$ cat config.mk
export PLATFORM = sky130hd
export DESIGN_NAME = secded_codec_pipe
export DESIGN_NICKNAME = d
export VERILOG_FILES = /design/src/rtl/secded_pkg.sv /design/src/rtl/secded_pipe_stage.sv /design/src/rtl/secded_codec_pipe.sv
export SDC_FILE = /design/constraint.sdc
export NUM_CORES = 1
export LEC_CHECK = 0
export BUFFER_PORTS_ARGS = -buffer_cell sky130_fd_sc_hd__buf_2
export CAP_MARGIN = 20
export CORE_MARGIN = 5
export CORE_UTILIZATION = 52
export CTS_BUF_LIST = sky130_fd_sc_hd__clkbuf_2
export DETAILED_ROUTE_END_ITERATION = 8
export GPL_TIMING_DRIVEN = 0
export PLACE_DENSITY = 0.79
export SYNTH_ARGS = -nofsm -noshare
export SYNTH_HDL_FRONTEND = slang
export SYNTH_SLANG_ARGS = --single-unit
export TNS_END_PERCENT = 50
$ cat constraint.sdc
create_clock -name clk -period 1.6 [get_ports clk]
set_input_delay 0.32 -clock clk [delete_from_list [all_inputs] [get_ports clk]]
set_output_delay 0.32 -clock clk [all_outputs]
set_load 0.1 [all_outputs]
$ cat src/rtl/secded_pkg.sv
// SEC/DED codec shared types and helpers.
// Codeword math is written over positions, sized for the widest word.
package secded_pkg;

  localparam int MAX_DW = 64;
  localparam int MAX_CW = 72;

  typedef logic [MAX_DW-1:0] dword_t;
  typedef logic [MAX_CW-1:0] cword_t;

  typedef enum logic {
    MODE_ENC = 1'b0,
    MODE_DEC = 1'b1
  } mode_e;

  function automatic int calc_p_w(input int dw);
    int p;
    p = 1;
    while ((1 << p) < dw + p + 1) p++;
    return p;
  endfunction

  function automatic bit pos_is_data(input int k);
    return (k & (k - 1)) != 0;
  endfunction

  function automatic logic [6:0] secded_syndrome(
    input cword_t cw,
    input int     cw_w
  );
    logic [6:0] s;
    s = '0;
    for (int k = 1; k < MAX_CW; k++)
      if (k < cw_w && cw[k[6:0]]) s ^= k[6:0];
    return s;
  endfunction

  function automatic cword_t secded_encode(
    input dword_t d,
    input int     cw_w
  );
    cword_t c;
    int     j;
    c = '0;
    j = 0;
    for (int k = 1; k < MAX_CW; k++)
      if (k < cw_w && pos_is_data(k)) begin
        c[k[6:0]] = d[j[5:0]];
        j++;
      end
    for (int i = 0; i < 7; i++) begin
      int   pos;
      logic p;
      pos = 1 << i;
      p   = 1'b0;
      for (int k = 1; k < MAX_CW; k++)
        if (k < cw_w && ((k >> i) & 1) == 1) p ^= c[k[6:0]];
      if (pos < cw_w) c[pos[6:0]] = p;
    end
    c[0] = ^c;
    return c;
  endfunction

  function automatic dword_t secded_extract(
    input cword_t c,
    input int     cw_w
  );
    dword_t d;
    int     j;
    d = '0;
    j = 0;
    for (int k = 1; k < MAX_CW; k++)
      if (k < cw_w && pos_is_data(k)) begin
        d[j[5:0]] = c[k[6:0]];
        j++;
      end
    return d;
  endfunction

endpackage

$ cat src/rtl/secded_pipe_stage.sv
// Generic valid/ready payload register.
// Accepts a new beat whenever empty or being drained downstream.
module secded_pipe_stage #(
  parameter int W = 8
) (
  input  logic         clk,
  input  logic         rst_n,
  input  logic         in_valid,
  output logic         in_ready,
  input  logic [W-1:0] in_data,
  output logic         out_valid,
  input  logic         out_ready,
  output logic [W-1:0] out_data
);

  assign in_ready = !out_valid || out_ready;

  // Load on accept; hold payload while stalled.
  always_ff @(posedge clk or negedge rst_n) begin
    if (!rst_n) begin
      out_valid <= 1'b0;
      out_data  <= '0;
    end else if (in_ready) begin
      out_valid <= in_valid;
      if (in_valid) out_data <= in_data;
    end
  end

endmodule

$ cat src/rtl/secded_codec_pipe.sv
// Two-stage pipelined SEC/DED encoder/decoder.
// Stage 1 latches input with syndrome; stage 2 latches result and flags.
module secded_codec_pipe
  import secded_pkg::*;
#(
  parameter  int DATA_W = 16,
  parameter  int CNT_W  = 16,
  localparam int P_W    = calc_p_w(DATA_W),
  localparam int CW_W   = DATA_W + P_W + 1
) (
  input  logic            clk,
  input  logic            rst_n,
  input  logic            in_valid,
  output logic            in_ready,
  input  logic            in_mode,
  input  logic [CW_W-1:0] in_data,
  output logic            out_valid,
  input  logic            out_ready,
  output logic [CW_W-1:0] out_word,
  output logic            out_single,
  output logic            out_double,
  output logic [P_W-1:0]  out_syndrome,
  input  logic            cnt_clear,
  output logic [CNT_W-1:0] cnt_single,
  output logic [CNT_W-1:0] cnt_double
);

  typedef struct packed {
    mode_e           mode;
    logic [CW_W-1:0] word;
    logic [P_W-1:0]  syn;
    logic            par;
  } in_s1_t;

  typedef struct packed {
    logic [CW_W-1:0] word;
    logic            single;
    logic            dbl;
    logic [P_W-1:0]  syn;
  } s1_out_t;

  in_s1_t  s1_d, s1_q;
  s1_out_t s2_d, s2_q;
  logic    s1_valid, s2_ready;
  logic    in_range, single_hit;
  logic [CW_W-1:0] fixed;

  // Syndrome and overall parity of the incoming word.
  always_comb begin
    s1_d      = '0;
    s1_d.mode = mode_e'(in_mode);
    s1_d.word = in_data;
    s1_d.syn  = P_W'(secded_syndrome(MAX_CW'(in_data), CW_W));
    s1_d.par  = ^in_data;
  end

  assign in_range = int'(s1_q.syn) < CW_W;

  // Encode, or classify, correct and extract.
  always_comb begin
    s2_d       = '0;
    single_hit = 1'b0;
    fixed      = s1_q.word;
    if (s1_q.mode == MODE_ENC) begin
      s2_d.word = CW_W'(secded_encode(
        MAX_DW'(s1_q.word[DATA_W-1:0]), CW_W));
    end else begin
      single_hit = s1_q.par && in_range;
      if (single_hit)
        fixed = s1_q.word ^ (CW_W'(1) << s1_q.syn);
      s2_d.word   = CW_W'(secded_extract(MAX_CW'(fixed), CW_W));
      s2_d.single = single_hit;
      s2_d.dbl    = (s1_q.par && !in_range) ||
                    (!s1_q.par && s1_q.syn != '0);
      s2_d.syn    = s1_q.syn;
    end
  end

  secded_pipe_stage #(.W($bits(in_s1_t))) u_s1 (
    .clk       (clk),
    .rst_n     (rst_n),
    .in_valid  (in_valid),
    .in_ready  (in_ready),
    .in_data   (s1_d),
    .out_valid (s1_valid),
    .out_ready (s2_ready),
    .out_data  (s1_q)
  );

  secded_pipe_stage #(.W($bits(s1_out_t))) u_s2 (
    .clk       (clk),
    .rst_n     (rst_n),
    .in_valid  (s1_valid),
    .in_ready  (s2_ready),
    .in_data   (s2_d),
    .out_valid (out_valid),
    .out_ready (out_ready),
    .out_data  (s2_q)
  );

  assign out_word     = s2_q.word;
  assign out_single   = s2_q.single;
  assign out_double   = s2_q.dbl;
  assign out_syndrome = s2_q.syn;

  // Saturating error statistics; clear beats increment.
  always_ff @(posedge clk or negedge rst_n) begin
    if (!rst_n) begin
      cnt_single <= '0;
      cnt_double <= '0;
    end else if (cnt_clear) begin
      cnt_single <= '0;
      cnt_double <= '0;
    end else if (out_valid && out_ready) begin
      if (s2_q.single && cnt_single != '1)
        cnt_single <= cnt_single + CNT_W'(1);
      if (s2_q.dbl && cnt_double != '1)
        cnt_double <= cnt_double + CNT_W'(1);
    end
  end

endmodule

Word-level counts from Yosys, hierarchy flattened. Cells that the tools add are included.

Register bits after elaboration: 92. Bits in latches: 0. RAM bits: 0. Bits in read-only memories: 0. Bits of input ports: 28. Output and inout port bits: 63. Logic and storage cells: 390. Memories: 0.

Add/sub/neg operators: 30. $mul: 0. Divide/modulo/power cells: 0. Order comparisons: 46. Equal/unequal tests: 2. Shifts and indexed selects: 1. Mux-type cells: 207. Bitwise logic cells: 60. Reduce and logical (&&, ||, !) cells: 38.

Operator list (number): 64-bit bitwise mux (15); 64-bit two-way mux (14); 6-bit by 7-bit < comparator with 1-bit output, second input constant (30); 6-bit two-way mux (30); 6-bit by 2-bit adder with 6-bit output, second input constant (28); 16-bit two-way mux (6); 1-bit binary-select mux with 6-bit select (15); 1-bit demux with 6-bit select (15); 6-bit by 1-bit >= comparator with 1-bit output, second input constant (15); 1-bit two-way mux (88); 72-bit parity (1); 22-bit two-way mux (3); 1-bit XOR (39); 16-bit by 1-bit adder with 16-bit output, second input constant (2); 4-bit two-way mux (8); 16-bit inequality test, second input constant (2); 5-bit two-way mux (6); 22-bit parity (1); 1-bit by 5-bit << shifter with 22-bit output, first input constant (1); 22-bit XOR (1); 1-bit logical AND (21); 2-bit inverter (9); 3-bit inverter (6); 3-bit two-way mux (4); 10 further kinds (24).

Logic depth before layout (Yosys ltp).
Word-level depth: 37. Mapped depth: 7. Depth with buffers taken out: 7.

Hierarchy. Synthesis repeated with hierarchy kept, for this count alone.

Cell total of the unflattened synthesis: 473. Area, all modules: 5271.3 sq um.

By module, submodules not included: secded_codec_pipe (times used 1, cells an instance 343, area each 2926.6 sq um); secded_pipe_stage (times used 2, cells an instance 65, area each 1172.4 sq um).

Worst setup path before layout. OpenSTA, ideal clock, no wires.

Path kind: register -> register. From: register u_s2.out_valid. To: register u_s1.out_data[10]. Data arrival time: 3158 ps. Required time: 1475 ps. Setup slack: -1682 ps. Stages on the path, launching flop included: 5. Path buffers: 1. Clock period less this slack: 3282 ps. Path through: dfrtp_1 -> nand3b_1 -> nand2_1 -> buf_1 -> mux2_2.

Longest elaborated chain between the ends: 4.

RTL lines: from (decl) (line secded_pipe_stage.sv:11) `output logic out_valid,`; from (signal assigned) (line secded_pipe_stage.sv:24) `out_valid <= in_valid;`; 1-bit logical NOT (line secded_pipe_stage.sv:16) `assign in_ready = !out_valid || out_ready;`; 1-bit logical OR (2 in series) (line secded_pipe_stage.sv:16); via in_ready (line secded_codec_pipe.sv:14) `output logic in_ready,`; 2-bit AND reduction (no source line); to (signal assigned) (line secded_pipe_stage.sv:25) `if (in_valid) out_data <= in_data;`; to (decl) (line secded_pipe_stage.sv:13) `output logic [W-1:0] out_data`.

The timed path passes the listed nets, and every way through them passes these cells. A chain may end at the register's enable or synchronous reset.

Final worst setup path.
From: register u_s1.out_data[19]. To: register u_s2.out_data[7].

Longest elaborated chain between the ends: 23. Elaborated cells on any way between the ends: 141. Classes of those cells: mux (101); bitwise (39); reduce/logical (1).

RTL lines: 1-bit binary-select mux with 6-bit select (line secded_pkg.sv:48) `c[k[6:0]] = d[j[5:0]];`; 1-bit two-way mux (not written as such) (line secded_pkg.sv:48); 1-bit two-way mux (line secded_codec_pipe.sv:64) `if (s1_q.mode == MODE_ENC) begin`; 1-bit XOR (line secded_pkg.sv:57) `if (k < cw_w && ((k >> i) & 1) == 1) p ^= c[k[6:0]];`; 1-bit two-way mux (line secded_codec_pipe.sv:64); 1-bit XOR (line secded_pkg.sv:57); 1-bit two-way mux (line secded_codec_pipe.sv:64); 1-bit XOR (line secded_pkg.sv:57); [... 7 more ...]; 1-bit XOR (line secded_pkg.sv:57); 1-bit two-way mux (line secded_codec_pipe.sv:64); 1-bit XOR (line secded_pkg.sv:57); 1-bit two-way mux (line secded_codec_pipe.sv:64); 1-bit XOR (line secded_pkg.sv:57); 1-bit two-way mux (line secded_codec_pipe.sv:64); 72-bit parity (line secded_pkg.sv:60) `c[0] = ^c;`; 22-bit two-way mux (*) (line secded_codec_pipe.sv:64); to (signal assigned) (line secded_pipe_stage.sv:25); to (decl) (line secded_pipe_stage.sv:13).

Mark *: on every way between the ends. The rest lies on a longest branch, timed or not. The select of a mux whose other input is x is not followed.

==> run summary <==
==================================================================================================
Run status                                                                            finished, violations left
Failing checks                                                                        design-rule violations, negative setup slack
Post-Synth XOR/XNOR Area                                                                     0.201
Path class of the lowest-slack min-delay path                                         input pin to register
Antenna fix cells                                                                                0
Post-synth design cell area                                                           0.00490 mm^2
Final cell count without fillers                                                               791
Die area                                                                               0.0115 mm^2
Floorplan die width                                                                         107 um
Placeable core area                                                                   0.00920 mm^2
Post-route worst setup slack                                                             -0.451 ns
Number of antenna violations at the first check in global routing                                0
Antenna Violating Nets Remaining                                                                 0
Largest stage delay on the critical path                                                   0.49 ns
Pwr/cell area                                                                         1340 mW/mm^2
Cell internal pwr                                                                          5.64 mW
Share of synthesized area occupied by flip-flops and latches                                 0.465
Sum of internal, switching and leakage power                                               10.7 mW
Crit path launch type                                                                     register
Via count                                                                                     5041
Launch point of the worst reg-to-reg path                                             u_s1.out_data[19]
Number of cells in the design after placement                                                  685
Num CTS Buffers                                                                                  9
Area share of the largest cell type after synthesis                                          0.465
Aggregate global-route resource usage                                                        0.264
Number of buffers between clock root and the deepest sink                                        2
Synthesis-to-layout area growth                                                              62.6%
Global placement routability congestion                                                      0.873
Iteration-0 DRC count of the detailed router                                                   703
Maximum fanout along the worst path                                                              2
Worst Reg-to-Reg Cells                                                                           6
Flops & latches, synth                                                                          91
Fin Hold WS                                                                              0.0175 ns
Number of vias per cell after detailed routing                                                6.37
1st-pass router iterations                                                                       9
Combinational family with the most area after synthesis                               XOR/XNOR gates
NetSw                                                                                      5.03 mW
Max transition margin                                                                        0.582
Unique cell type count in the Yosys netlist                                                     44
Critical hold path startpoint                                                          in_data[11]
Data arrival at the endpoint of the critical path                                          2.60 ns
Final hold viol count                                                                            0
Average cell area after synthesis                                                        10.1 um^2
Core utilization of the finished layout                                                      0.865
Post-place setup slack                                                                   -0.398 ns
Clock transition time at the flip-flop clock pins of the worst setup and hold paths        0.33 ns
Critical path capture point type                                                          register
Sinks on the clock net                                                                          91
Worst slew pin tran                                                                       0.627 ns
Number of core rows                                                                             35
Async SR Flop Fraction                                                                        1.00
Synth Area in Adders                                                                       0.00511
Total number of nets in the final design                                                       705
Placed cell areas                                                                     0.00577 mm^2
Maximum achievable frequency                                                               488 MHz
Initial standard-cell utilization of the core                                                0.532
Via count of the first global-routing pass                                                    4447
Clock latency at the later pin of the worst-skew pair                                      0.63 ns
Crit path max-delay cell type                                                         sky130_fd_sc_hd__dfrtp_2
Most instantiated flip-flop cell in the synthesis netlist                             sky130_fd_sc_hd__dfrtp_1
Worst clock skew on the final layout                                                     0.0877 ns
Portion of the clock cycle consumed by the worst path in the final layout                     1.28
Final design instance area without fill                                               0.00796 mm^2
Endpoint of the most critical register-to-register path                               u_s2.out_data[7]
Endpoints failing setup                                                                        122
Die extent in y                                                                             107 um
Register-to-register setup slack                                                          -0.45 ns
Number of synthesized flops with an enable pin                                                   0
Maximum level of the CTS H-tree                                                                  3
Sw Ratio                                                                                     0.471
Crit Path Class                                                                       register to register
Required @ worst endpoint                                                                  2.15 ns
Library cell occupying the most area in the post-synthesis netlist                    sky130_fd_sc_hd__dfrtp_1
Routed WL                                                                                 20200 um
DRC errors left                                                                                  2
Clock tree root buffer cell                                                           sky130_fd_sc_hd__clkbuf_2
Number of warnings printed during yosys synthesis                                                0
Gate count of the mapped netlist                                                               483
Global-route wire length before repair                                                    23400 um
Total congestion overflow                                                                        0
Nets in the synthesized netlist                                                                513
Relative contribution of the clock network to total power                                    0.137
Most area-consuming cells after synthesis                                             sky130_fd_sc_hd__dfrtp_1, sky130_fd_sc_hd__xnor2_1, sky130_fd_sc_hd__mux2_2
Proportion of layout cells with a drive suffix above 1                                       0.491
Fill cell count                                                                                370
# IOs                                                                                           91
TritonCTS clock tree                                                                           yes
Worst-case hold path end point                                                        u_s1.out_data[17]
Leakage power summed over all cells                                                        3.34 nW
Cells traversed along the worst timing path                                           xor2_2, xnor3_1, xnor2_2, xor3_1, o21ai_1, nand2_1
Average wire per standard cell                                                             25.5 um
Total negative slack                                                                     -16.15 ns
I/O Buffers                                                                                     90
Setup repair after global routing missed its margin                                           true
Worst ir drop on vdd                                                                        764 uV
Complex-gate fraction of the synthesized area                                               0.0677
Total count of max-transition violations in the final report                                     0
Fraction of power consumed by sequential logic                                               0.305
Worst hold path cell count                                                                       2
Combinational share of power                                                                 0.559
Multiplexer fraction of the synthesized cell area                                           0.0716
Clock period minus final worst setup slack                                                 2.05 ns
HPWL after detailed placement                                                              8930 um
Largest net degree at the start of global routing                                               51
Area fraction in and, or, nand and nor cells after synthesis                                 0.169
Number of violations of the max-capacitance limit                                                0
==================================================================================================
worst max-delay path, delay by kind of cell (launching register included):
kind	cells	cell delay, ns
simple gates	1	0.13
xor+xnor	4	1.19
compound gates	1	0.22
flops	1	0.49
what timing repair did:
action,CTS,global route
setup buffers,43,34
resized for setup,221,137
pin swaps,25,46
hold buffers,11,4
endpoints found under the hold margin,52,4
gates cloned,0,0
setup endpoints to repair,103,134
power groups by stage:
stage          logic, mW  clock network, mW  registers (mW)
4_1_cts             4.90               1.37            3.11
3_3_place_gp        4.15                  0            3.09
5_1_grt             6.12               1.51            3.28
2_1_floorplan       1.74                  0            4.77
6_report            5.96               1.46            3.25
3_5_place_dp        4.21                  0            3.11
cells in the final DEF, fill, tap and decap left out, types with 5 or more instances in the layout:
cell / count
sky130_fd_sc_hd__buf_4: 61
sky130_fd_sc_hd__xnor2_1: 58
sky130_fd_sc_hd__buf_12: 58
sky130_fd_sc_hd__nand2_1: 54
sky130_fd_sc_hd__dfrtp_1: 47
sky130_fd_sc_hd__nor2_1: 34
sky130_fd_sc_hd__o21ai_0: 33
sky130_fd_sc_hd__buf_2: 28
sky130_fd_sc_hd__xor2_1: 22
sky130_fd_sc_hd__mux2_2: 22
sky130_fd_sc_hd__dfrtp_4: 22
sky130_fd_sc_hd__dfrtp_2: 22
sky130_fd_sc_hd__buf_6: 20
sky130_fd_sc_hd__xnor2_2: 16
sky130_fd_sc_hd__dlygate4sd3_1: 15
sky130_fd_sc_hd__o21ai_1: 12
sky130_fd_sc_hd__nand3_1: 10
sky130_fd_sc_hd__clkbuf_2: 10
sky130_fd_sc_hd__nand3_2: 8
sky130_fd_sc_hd__nand2_2: 8
sky130_fd_sc_hd__mux2i_1: 8
sky130_fd_sc_hd__clkbuf_1: 7
sky130_fd_sc_hd__nand2b_1: 7
sky130_fd_sc_hd__nand4_1: 6
sky130_fd_sc_hd__or3_1: 6
sky130_fd_sc_hd__buf_8: 5
cells by family after synthesis:
kind of cell | after synthesis
simple gates | 171
fa+ha+maj | 2
mux | 32
flops | 91
xor+xnor | 103
compound gates | 61
buf+inv | 23
cells in the mapped netlist, types with 3 or more instances:
library cell and n:
sky130_fd_sc_hd__dfrtp_1 91, sky130_fd_sc_hd__xnor2_1 71, sky130_fd_sc_hd__nand2_1 63, sky130_fd_sc_hd__o21ai_0 47
sky130_fd_sc_hd__nor2_1 35, sky130_fd_sc_hd__mux2_2 24, sky130_fd_sc_hd__xor2_1 24, sky130_fd_sc_hd__nand3_1 19
sky130_fd_sc_hd__clkbuf_1 13, sky130_fd_sc_hd__nand2b_1 10, sky130_fd_sc_hd__mux2i_1 8, sky130_fd_sc_hd__nand4_1 6
sky130_fd_sc_hd__or3_1 6, sky130_fd_sc_hd__a21oi_1 5, sky130_fd_sc_hd__and4_1 5, sky130_fd_sc_hd__and3_1 4
sky130_fd_sc_hd__nor3_1 4, sky130_fd_sc_hd__nor4_1 4, sky130_fd_sc_hd__xnor2_2 4, sky130_fd_sc_hd__and2_1 3
sky130_fd_sc_hd__buf_1 3, sky130_fd_sc_hd__inv_1 3, sky130_fd_sc_hd__nor2b_1 3
flip-flops by register name, indices dropped and copies added, names as in the netlist:
register        cells
u_s1.out_data      28
u_s2.out_valid      1
cnt_double         16
u_s2.out_data      29
cnt_single         16
u_s1.out_valid      1
layout make-up:
type | count | area [um^2] | area share
clock inverter | 7 | 97.6 | 0.0123
timing repair buffer | 181 | 2170 | 0.273
buffer | 20 | 134 | 0.0168
tap | 111 | 139 | 0.0175
multi-input combinational | 369 | 2970 | 0.373
clock buffer | 9 | 45.0 | 0.00566
inverter | 3 | 11.3 | 0.00141
sequential | 91 | 2390 | 0.300
per-layer routing:
| layer | vias up | global-route usage | routed length, um |
|---|---|---|---|
| met4 | 0 | 0.104 | 1420 |
| met5 | - | 0 | 0 |
| li1 | 2008 | - | - |
| met1 | 2424 | 0.310 | 7170 |
| met3 | 147 | 0.0560 | 2040 |
| met2 | 462 | 0.468 | 9580 |
worst max-delay path by stage:
stage,to,start,slack (ns),cells past startpoint
4_1_cts,u_s2.out_data[7],u_s1.out_data[17],-0.33,6
2_1_floorplan,u_s1.out_data[26],u_s2.out_valid,-0.90,4
3_5_place_dp,u_s2.out_data[7],u_s1.out_data[17],-0.40,6
5_1_grt,u_s2.out_data[7],u_s1.out_data[14],-0.51,7
3_3_place_gp,u_s2.out_data[5],rst_n,-0.83,1
6_report,u_s2.out_data[7],u_s1.out_data[19],-0.45,6
Note: power is estimated with default switching activity, not from simulation.
